`src/rtl/mem_stage_pkg.sv`:
```
// mem_stage_pkg: state encoding and byte-lane constants shared by the memory stage
package mem_stage_pkg;
  typedef enum logic [1:0] {IDLE, BUSY, DONE} state_t;
  localparam logic [1:0] LANE0 = 2'd0;
  localparam logic [1:0] LANE1 = 2'd1;
  localparam logic [1:0] LANE2 = 2'd2;
  localparam logic [1:0] LANE3 = 2'd3;
  localparam logic [3:0] BE_WORD = 4'b1111;
endpackage

```
`src/rtl/mem_access_stage_if.sv`:
```
// mem_access_stage_if: req/ack data bus between the memory stage (master) and memory (slave)
interface mem_access_stage_if #(parameter int WIDTH = 32);
  logic mem_req;
  logic mem_we;
  logic mem_ack;
  logic [WIDTH-1:0] mem_addr;
  logic [WIDTH-1:0] mem_wdata;
  logic [WIDTH-1:0] mem_rdata;
  logic [3:0] mem_be;
  modport master(output mem_req, mem_we, mem_addr, mem_wdata, mem_be, input mem_rdata, mem_ack);
  modport slave(input mem_req, mem_we, mem_addr, mem_wdata, mem_be, output mem_rdata, mem_ack);
endinterface

```
`src/rtl/mem_access_stage_byte_lane.sv`:
```
// mem_byte_lane: byte enables, store-data replication and load-byte extraction
module mem_byte_lane
  import mem_stage_pkg::*;
#(parameter int WIDTH = 32) (
  input  logic             is_byte,
  input  logic [1:0]       lane,
  input  logic [WIDTH-1:0] wdata_in,
  input  logic [WIDTH-1:0] rdata_in,
  output logic [3:0]       be,
  output logic [WIDTH-1:0] wdata,
  output logic [WIDTH-1:0] rdata
);
  logic [7:0] sel;
  assign sel = lane == LANE3 ? rdata_in[31:24] :
               lane == LANE2 ? rdata_in[23:16] :
               lane == LANE1 ? rdata_in[15:8]  : rdata_in[7:0];
  assign be    = is_byte ? 4'b0001 << lane : BE_WORD;
  assign wdata = is_byte ? {(WIDTH/8){wdata_in[7:0]}} : wdata_in;
  assign rdata = is_byte ? {{(WIDTH-8){1'b0}}, sel} : rdata_in;
endmodule

```
`src/rtl/mem_access_stage.sv`:
```
// mem_access_stage: pipeline memory stage issuing loads/stores on a req/ack bus, stalling upstream
// Optional MEM_TIMEOUT_EN: abort a BUSY access after TIMEOUT cycles and raise sticky mem_err.
module mem_access_stage
  import mem_stage_pkg::*;
#(
  parameter int WIDTH = 32
`ifdef MEM_TIMEOUT_EN
  , parameter int TIMEOUT = 16
`endif
) (
  input  logic             clk,
  input  logic             reset,
  input  logic             PCSrcM,
  input  logic             RegWriteM,
  input  logic             MemtoRegM,
  input  logic             MemWriteM,
  input  logic             ByteM,
  input  logic [3:0]       WA3M,
  input  logic [WIDTH-1:0] ALUOutM,
  input  logic [WIDTH-1:0] WriteDataM,
  output logic             StallM,
  output logic             PCSrcO,
  output logic             RegWriteO,
  output logic             MemtoRegO,
  output logic [3:0]       WA3O,
  output logic [WIDTH-1:0] ALUOutO,
  output logic [WIDTH-1:0] ReadDataO,
  mem_access_stage_if.master bus
`ifdef MEM_TIMEOUT_EN
  , output logic           mem_err
`endif
);
  state_t state, state_n;
  logic access, ack_hit, expire, stall, pass;
  logic [3:0] lane_be;
  logic [WIDTH-1:0] lane_wdata, lane_rdata, rdata_q;
  assign access  = MemtoRegM | MemWriteM;
  assign ack_hit = state == BUSY && bus.mem_ack;
  mem_byte_lane #(.WIDTH(WIDTH)) u_lane (
    .is_byte (ByteM),
    .lane    (ALUOutM[1:0]),
    .wdata_in(WriteDataM),
    .rdata_in(bus.mem_rdata),
    .be      (lane_be),
    .wdata   (lane_wdata),
    .rdata   (lane_rdata)
  );
`ifdef MEM_TIMEOUT_EN
  localparam int CW = $clog2(TIMEOUT + 1);
  logic [CW-1:0] cnt;
  assign expire = state == BUSY && !bus.mem_ack && cnt == CW'(TIMEOUT - 1);
  always_ff @(posedge clk) begin
    if (!reset) begin
      cnt     <= '0;
      mem_err <= 1'b0;
    end else begin
      cnt     <= state == BUSY ? cnt + 1'b1 : '0;
      mem_err <= mem_err | expire;
    end
  end
`else
  assign expire = 1'b0;
`endif
  always_ff @(posedge clk) begin
    if (!reset) state <= IDLE;
    else        state <= state_n;
  end
  always_comb begin
    state_n = IDLE;
    stall   = 1'b0;
    state_n = state == IDLE ? (access ? BUSY : IDLE) :
              state == BUSY ? ((ack_hit || expire) ? DONE : BUSY) : IDLE;
    stall   = state == BUSY || (state == IDLE && access);
  end
  // Bus fields are latched once on entry to BUSY so they stay stable until ack.
  always_ff @(posedge clk) begin
    if (!reset) begin
      bus.mem_req   <= 1'b0;
      bus.mem_we    <= 1'b0;
      bus.mem_addr  <= '0;
      bus.mem_wdata <= '0;
      bus.mem_be    <= '0;
      rdata_q       <= '0;
    end else if (state == IDLE && access) begin
      bus.mem_req   <= 1'b1;
      bus.mem_we    <= MemWriteM;
      bus.mem_addr  <= {ALUOutM[WIDTH-1:2], 2'b00};
      bus.mem_wdata <= lane_wdata;
      bus.mem_be    <= lane_be;
      rdata_q       <= '0;
    end else if (ack_hit || expire) begin
      bus.mem_req   <= 1'b0;
      rdata_q       <= ack_hit ? lane_rdata : '0;
    end
  end
  assign pass      = reset && !stall;
  assign StallM    = reset && stall;
  assign PCSrcO    = pass && PCSrcM;
  assign RegWriteO = pass && RegWriteM;
  assign MemtoRegO = pass && MemtoRegM;
  assign WA3O      = reset ? WA3M : '0;
  assign ALUOutO   = reset ? ALUOutM : '0;
  assign ReadDataO = (reset && state == DONE) ? rdata_q : '0;
endmodule

```
`src/flat_wrapper.sv`:
```
// flat-port wrapper written by rule: the top's interface ports become plain ports
module mem_access_stage_flat import mem_stage_pkg::*;
#(
  parameter int WIDTH = 32

)
  (clk, reset, PCSrcM, RegWriteM, MemtoRegM, MemWriteM, ByteM, WA3M, ALUOutM, WriteDataM, StallM, PCSrcO, RegWriteO, MemtoRegO, WA3O, ALUOutO, ReadDataO, bus_mem_req, bus_mem_we, bus_mem_addr, bus_mem_wdata, bus_mem_be, bus_mem_rdata, bus_mem_ack);
  mem_access_stage_if #(.WIDTH(WIDTH)) bus_i ();
  input  logic clk;
  input  logic reset;
  input  logic PCSrcM;
  input  logic RegWriteM;
  input  logic MemtoRegM;
  input  logic MemWriteM;
  input  logic ByteM;
  input  logic [3:0] WA3M;
  input  logic [WIDTH-1:0] ALUOutM;
  input  logic [WIDTH-1:0] WriteDataM;
  output logic StallM;
  output logic PCSrcO;
  output logic RegWriteO;
  output logic MemtoRegO;
  output logic [3:0] WA3O;
  output logic [WIDTH-1:0] ALUOutO;
  output logic [WIDTH-1:0] ReadDataO;
  output wire logic [$bits(bus_i.mem_req)-1:0] bus_mem_req;
  output wire logic [$bits(bus_i.mem_we)-1:0] bus_mem_we;
  output wire logic [$bits(bus_i.mem_addr)-1:0] bus_mem_addr;
  output wire logic [$bits(bus_i.mem_wdata)-1:0] bus_mem_wdata;
  output wire logic [$bits(bus_i.mem_be)-1:0] bus_mem_be;
  input wire logic [$bits(bus_i.mem_rdata)-1:0] bus_mem_rdata;
  input wire logic [$bits(bus_i.mem_ack)-1:0] bus_mem_ack;
  assign bus_mem_req = bus_i.mem_req;
  assign bus_mem_we = bus_i.mem_we;
  assign bus_mem_addr = bus_i.mem_addr;
  assign bus_mem_wdata = bus_i.mem_wdata;
  assign bus_mem_be = bus_i.mem_be;
  assign bus_i.mem_rdata = bus_mem_rdata;
  assign bus_i.mem_ack = bus_mem_ack;
  mem_access_stage #(.WIDTH(WIDTH)) u_core (.clk(clk), .reset(reset), .PCSrcM(PCSrcM), .RegWriteM(RegWriteM), .MemtoRegM(MemtoRegM), .MemWriteM(MemWriteM), .ByteM(ByteM), .WA3M(WA3M), .ALUOutM(ALUOutM), .WriteDataM(WriteDataM), .StallM(StallM), .PCSrcO(PCSrcO), .RegWriteO(RegWriteO), .MemtoRegO(MemtoRegO), .WA3O(WA3O), .ALUOutO(ALUOutO), .ReadDataO(ReadDataO), .bus(bus_i));
endmodule
```
`config.mk`:
```
export PLATFORM = sky130hd
export DESIGN_NAME = mem_access_stage_flat
export DESIGN_NICKNAME = d
export VERILOG_FILES = /design/src/rtl/mem_stage_pkg.sv /design/src/rtl/mem_access_stage_if.sv /design/src/rtl/mem_access_stage_byte_lane.sv /design/src/rtl/mem_access_stage.sv /design/src/flat_wrapper.sv
export SDC_FILE = /design/constraint.sdc
export NUM_CORES = 1
export LEC_CHECK = 0
export CAP_MARGIN = 20
export CORE_UTILIZATION = 34
export DETAILED_ROUTE_END_ITERATION = 10
export HOLD_SLACK_MARGIN = 0.12
export PLACE_DENSITY = 0.8
export RECOVER_POWER = 25
export SLEW_MARGIN = 20
export SYNTH_ARGS = -nofsm -noshare
export SYNTH_HDL_FRONTEND = slang
export SYNTH_SLANG_ARGS = --single-unit
```
`constraint.sdc`:
```
create_clock -name clk -period 2.6 [get_ports clk]
set_input_delay 0.39 -clock clk [delete_from_list [all_inputs] [get_ports clk]]
set_output_delay 0.39 -clock clk [all_outputs]
set_load 0.02 [all_outputs]
```
# Word-level counts from Yosys, hierarchy flattened
# Cells that the tools add are included.
[op_classes]
n_addsub = 0
mul = 0
n_div = 0
order_cmp = 0
eq_ne = 5
shifts = 1
mux = 15
bitwise = 2
reduce_logical = 13
[ops]
columns = ["op", "n"]
rows = [
  ["32-bit 2-to-1 mux", 4],
  ["8-bit 2-to-1 mux", 3],
  ["1-bit logical AND", 8],
  ["4-bit 2-to-1 mux", 2],
  ["2-bit equality test (second input constant)", 3],
  ["2-bit 2-to-1 mux", 3],
  ["2-bit by 1-bit equality test with 1-bit output (second input constant)", 2],
  ["1-bit by 2-bit left shift with 4-bit output (first input constant)", 1],
  ["1-bit 2-to-1 mux", 3],
  ["2-bit logical NOT", 1],
  ["2-bit nonzero test", 1],
  ["2-bit OR reduction", 1],
  ["1-bit logical NOT", 1],
  ["1-bit logical OR", 1],
  ["1-bit NOT", 1],
  ["1-bit bitwise OR", 1],
]
[word_totals]
register_bits = 102
latchBits = 0
mem_bits_rw = 0
romBits = 0
inputBits = 108
out_inout_bits = 142
memories = 0

# Logic depth before layout (Yosys ltp)
[depth]
ltp_word = 6
depth_mapped = 6
depth_no_buf = 3

# Modules after synthesis
# From an unflattened synthesis, not the netlist that was laid out.
[hier_totals]
cells_unflattened = 699
hier_area_um2 = 5318.9
[by_module_without_submodules]
columns = ["module", "n_inst", "cells_each", "area_per_inst_um2", "seq_area_each_um2"]
rows = [
  ["mem_access_stage", 1, 547, 4465.5, 2042.0],
  ["mem_byte_lane", 1, 152, 853.3, 0.0],
]

# Least setup slack after synthesis
# OpenSTA, ideal clock, no wires.
[synth_timing]
kind = "input to output"
from = "input port MemWriteM"
to = "output port PCSrcO"
t_arrival_ps = 1332
t_required_ps = 2210
slack_ps = 878
stages = 5
path_buffers = 2
path_cell_list = "or2_2 clkbuf_1 buf_2 nand2_1 and4_1"
[synth_via]
elab_chain_len = 6
[synth_rtl]
columns = ["item", "line_no", "rtl"]
rows = [
  ["start: declaration", "flat_wrapper.sv:14", "input logic MemWriteM;"],
  ["1-bit bitwise OR", "mem_access_stage.sv:37", "assign access = MemtoRegM | MemWriteM;"],
  ["1-bit logical AND", "mem_access_stage.sv:73", "stall = state == BUSY || (state == IDLE && access);"],
  ["1-bit logical OR", "mem_access_stage.sv:73", ""],
  ["1-bit logical NOT", "mem_access_stage.sv:96", "assign pass = reset && !stall;"],
  ["1-bit logical AND", "mem_access_stage.sv:96", ""],
  ["1-bit logical AND", "mem_access_stage.sv:98", "assign PCSrcO = pass && PCSrcM;"],
  ["end: declaration", "flat_wrapper.sv:20", "output logic PCSrcO;"],
]
# Every way passes these cells.

# Worst setup path after layout
# Ends and elaborated chain as after synthesis.

==> out/metrics.cfg <==
[outcome]
outcome=finished with violations
violations=capacitance limit, slew limit

[critical_path]
slowest_stage=clkdlybuf4s50_1
cp_common_cell=clkdlybuf4s50_1
crit_type=input port to output pin
critPathTopFamily=buffers and inverters
critPathMaxFanout=4
cp.required_ps=2210
reg2reg_slack_ps=690
r2r-start=u_core.state[0]
arrival_ps=2130
crit_path_end_kind=output pin
cpPeakStageDelay_ps=600
ff2ff_path_depth=4
worstReg2RegEnd=u_core.bus.mem_be[2]
critPathBufInv=2
crit_path_start_kind=input port
crit_chain=clkdlybuf4s50_1 -> or2_2 -> nand2_1 -> and4_1 -> clkdlybuf4s50_1

[cells_and_area]
final_nets=900
multi_input_area_um2=2550
mostFrequentLayoutCell=clkdlybuf4s50_1
area_delta_synth_final_pct=56.7
nFillCells=1289
regArea_um2=2040
antenna_cells=0
layout-drive-gt1-share=0.0616
final_cell_mix=195 x clkdlybuf4s50_1, 102 x dfxtp_1, 97 x a21oi_1, 68 x and2_1, 51 x dlygate4sd3_1

[cts]
clock_sinks=102
cts_tree=yes
h-tree-depth=3
hold_buffers=0
cts_setup_buffers=0
insertion_delay_ps=350
clockRootBuffer=clkbuf_16
clkSlewWorstSetupHoldPaths_ps=70
cts_made_buffers=9
clock_path_buffers=2
cts_resized=0

[global_routing]
grt_start_max_net_pins=70
antenna_found_initial=0
overflow=0
grt_pass1_vias=4615
gr-usage-all-layers=0.217
grt_pass1_wl_um=25000

[synthesis]
synthArstFlopShare=0
ys_ff_latch=102
syn_inst=579
yosysSeqAreaShare=0.415
synth-edff-count=0
syn_area_per_cell_um2=8.51
yosysWarnings=0
ys_types=35
syn_area_um2=4930
ys.flop_type=dfxtp_1

[power_and_ir_drop]
powerDensity_nw_per_um2=543
p_leak_uw=0.00289
max-vdd-ir-drop_mv=0.360

[sta]
fin_crit_sh=0.967
setup_tns_ps=0
max_slew_margin=-0.0174
drv_slew=70
worstMarginPinSlew_ps=1530
fin_skew_ps=10.5
rsz0062_at_grt=no
setup_viol=0
setup_ws_ps=84.7
max_freq_ghz=0.398
min_period_ps=2520
hold_viol_final=0

[drt]
vias=5034
avgViaCountPerCell=5.16
drt-pass1-iter-count=4
first_iter_violations=383
totalWireLength_um=16500
drtAntennaViolNets=0
route.detailed.drc=0
routedWlPerCell_um=16.9

[floorplanning]
std_cell_rows=43
die_y_um=122
die_area_um2=15000
coreArea_um2=14000
initial_utilization=0.352
die_width_um=122
pin_count=250

[run]
maxCapViolations=1

[hold_path]
hold_path_end=u_core.rdata_q[10]
min-delay-path-class=flip-flop to flip-flop
worstHoldStart=u_core.rdata_q[10]
holdPathStages=2

[placed_design]
hpwl_um=11600
portBuffers=247
pre_cts_ws_ps=90.5
gp_congestion=0.792

stage by stage:
step	std cells	power, uW	utilization	area [um^2]	hold slack [ps]
floorplan	580	2350	-	4930	425
global placement	961	2890	0.531	7430	436
detailed placement	961	2890	0.531	7430	441
CTS	976	4260	0.552	7720	450
global route	976	4380	0.552	7720	463
finish	976	4190	0.552	7720	448
worst register-to-register path: stages, from the launching register on:
cell	delay, ps
dfxtp_1	380
or2_4	430
nor2_2	380
buf_4	370
a311oi_1	160
worst max-delay path by stage:
stage | from | end | slack [ps] | cells after the start
5_1_grt | reset | ReadDataO[3] | 7 | 6
6_report | MemWriteM | PCSrcO | 80 | 5
3_5_place_dp | reset | ReadDataO[24] | 90 | 6
4_1_cts | reset | ReadDataO[24] | 90 | 6
3_3_place_gp | MemWriteM | PCSrcO | 140 | 5
2_1_floorplan | MemWriteM | PCSrcO | 880 | 5
registers in the layout, indices dropped and copies added, names as in the netlist:
| name | cells |
|---|---|
| u_core.bus.mem_wdata | 32 |
| u_core.bus.mem_be | 4 |
| u_core.bus.mem_req | 1 |
| u_core.state | 2 |
| u_core.bus.mem_addr | 30 |
| u_core.rdata_q | 32 |
| u_core.bus.mem_we | 1 |
per-layer routing:
layer	wire, um	part of all wire	GRT usage	vias to the layer above
met3	1310	0.079	0.0627	29
met2	7950	0.48	0.355	191
met1	6750	0.41	0.262	2349
li1	-	-	-	2465
met5	0	0	0	-
met4	490	0.030	0.0960	0
cell usage after synthesis (2+ instances only):
master	count	area, um^2
and4_1	2	17.5
nand2_1	29	109
nor2_1	14	52.6
clkbuf_2	2	10.0
nor2b_1	5	31.3
a211oi_1	25	188
nand2b_1	3	18.8
mux2_2	8	90.1
o21ai_0	38	190
nor3_1	4	20.0
a2111oi_2	4	60.1
mux2i_1	28	280
and2_1	68	425
a21oi_1	97	485
dfxtp_1	102	2040
clkbuf_1	27	101
buf_2	17	85.1
nand3_1	42	210
a311oi_1	7	61.3
nand3b_1	25	188
buf_6	5	56.3
o21a_1	2	15.0
o2bb2ai_1	4	35.0
buf_4	10	75.1
where the power goes:
part | switching (uW) | internal [uW]
combinational | 592 | 509
clock | 587 | 769
sequential | 54.6 | 1680
total | 1230 | 2950
final cells by class:
cell class / count / share of cell area
flip-flops and latches: 102 / 0.265
clock inverters: 3 / 0.00584
inverters: 2 / 0.000973
clock buffers: 12 / 0.0319
repair buffers: 263 / 0.337
well taps: 180 / 0.0292
multi-input cells: 414 / 0.331
kinds of logic after synthesis:
kind of cell | count (synthesis) | synth area share
other cells | 1 | 0.000761
buf+inv | 64 | 0.0696
flops | 102 | 0.415
compound gates | 179 | 0.214
simple gates | 197 | 0.226
mux | 36 | 0.0752
No activity file was read; power rests on OpenSTA's default activity.
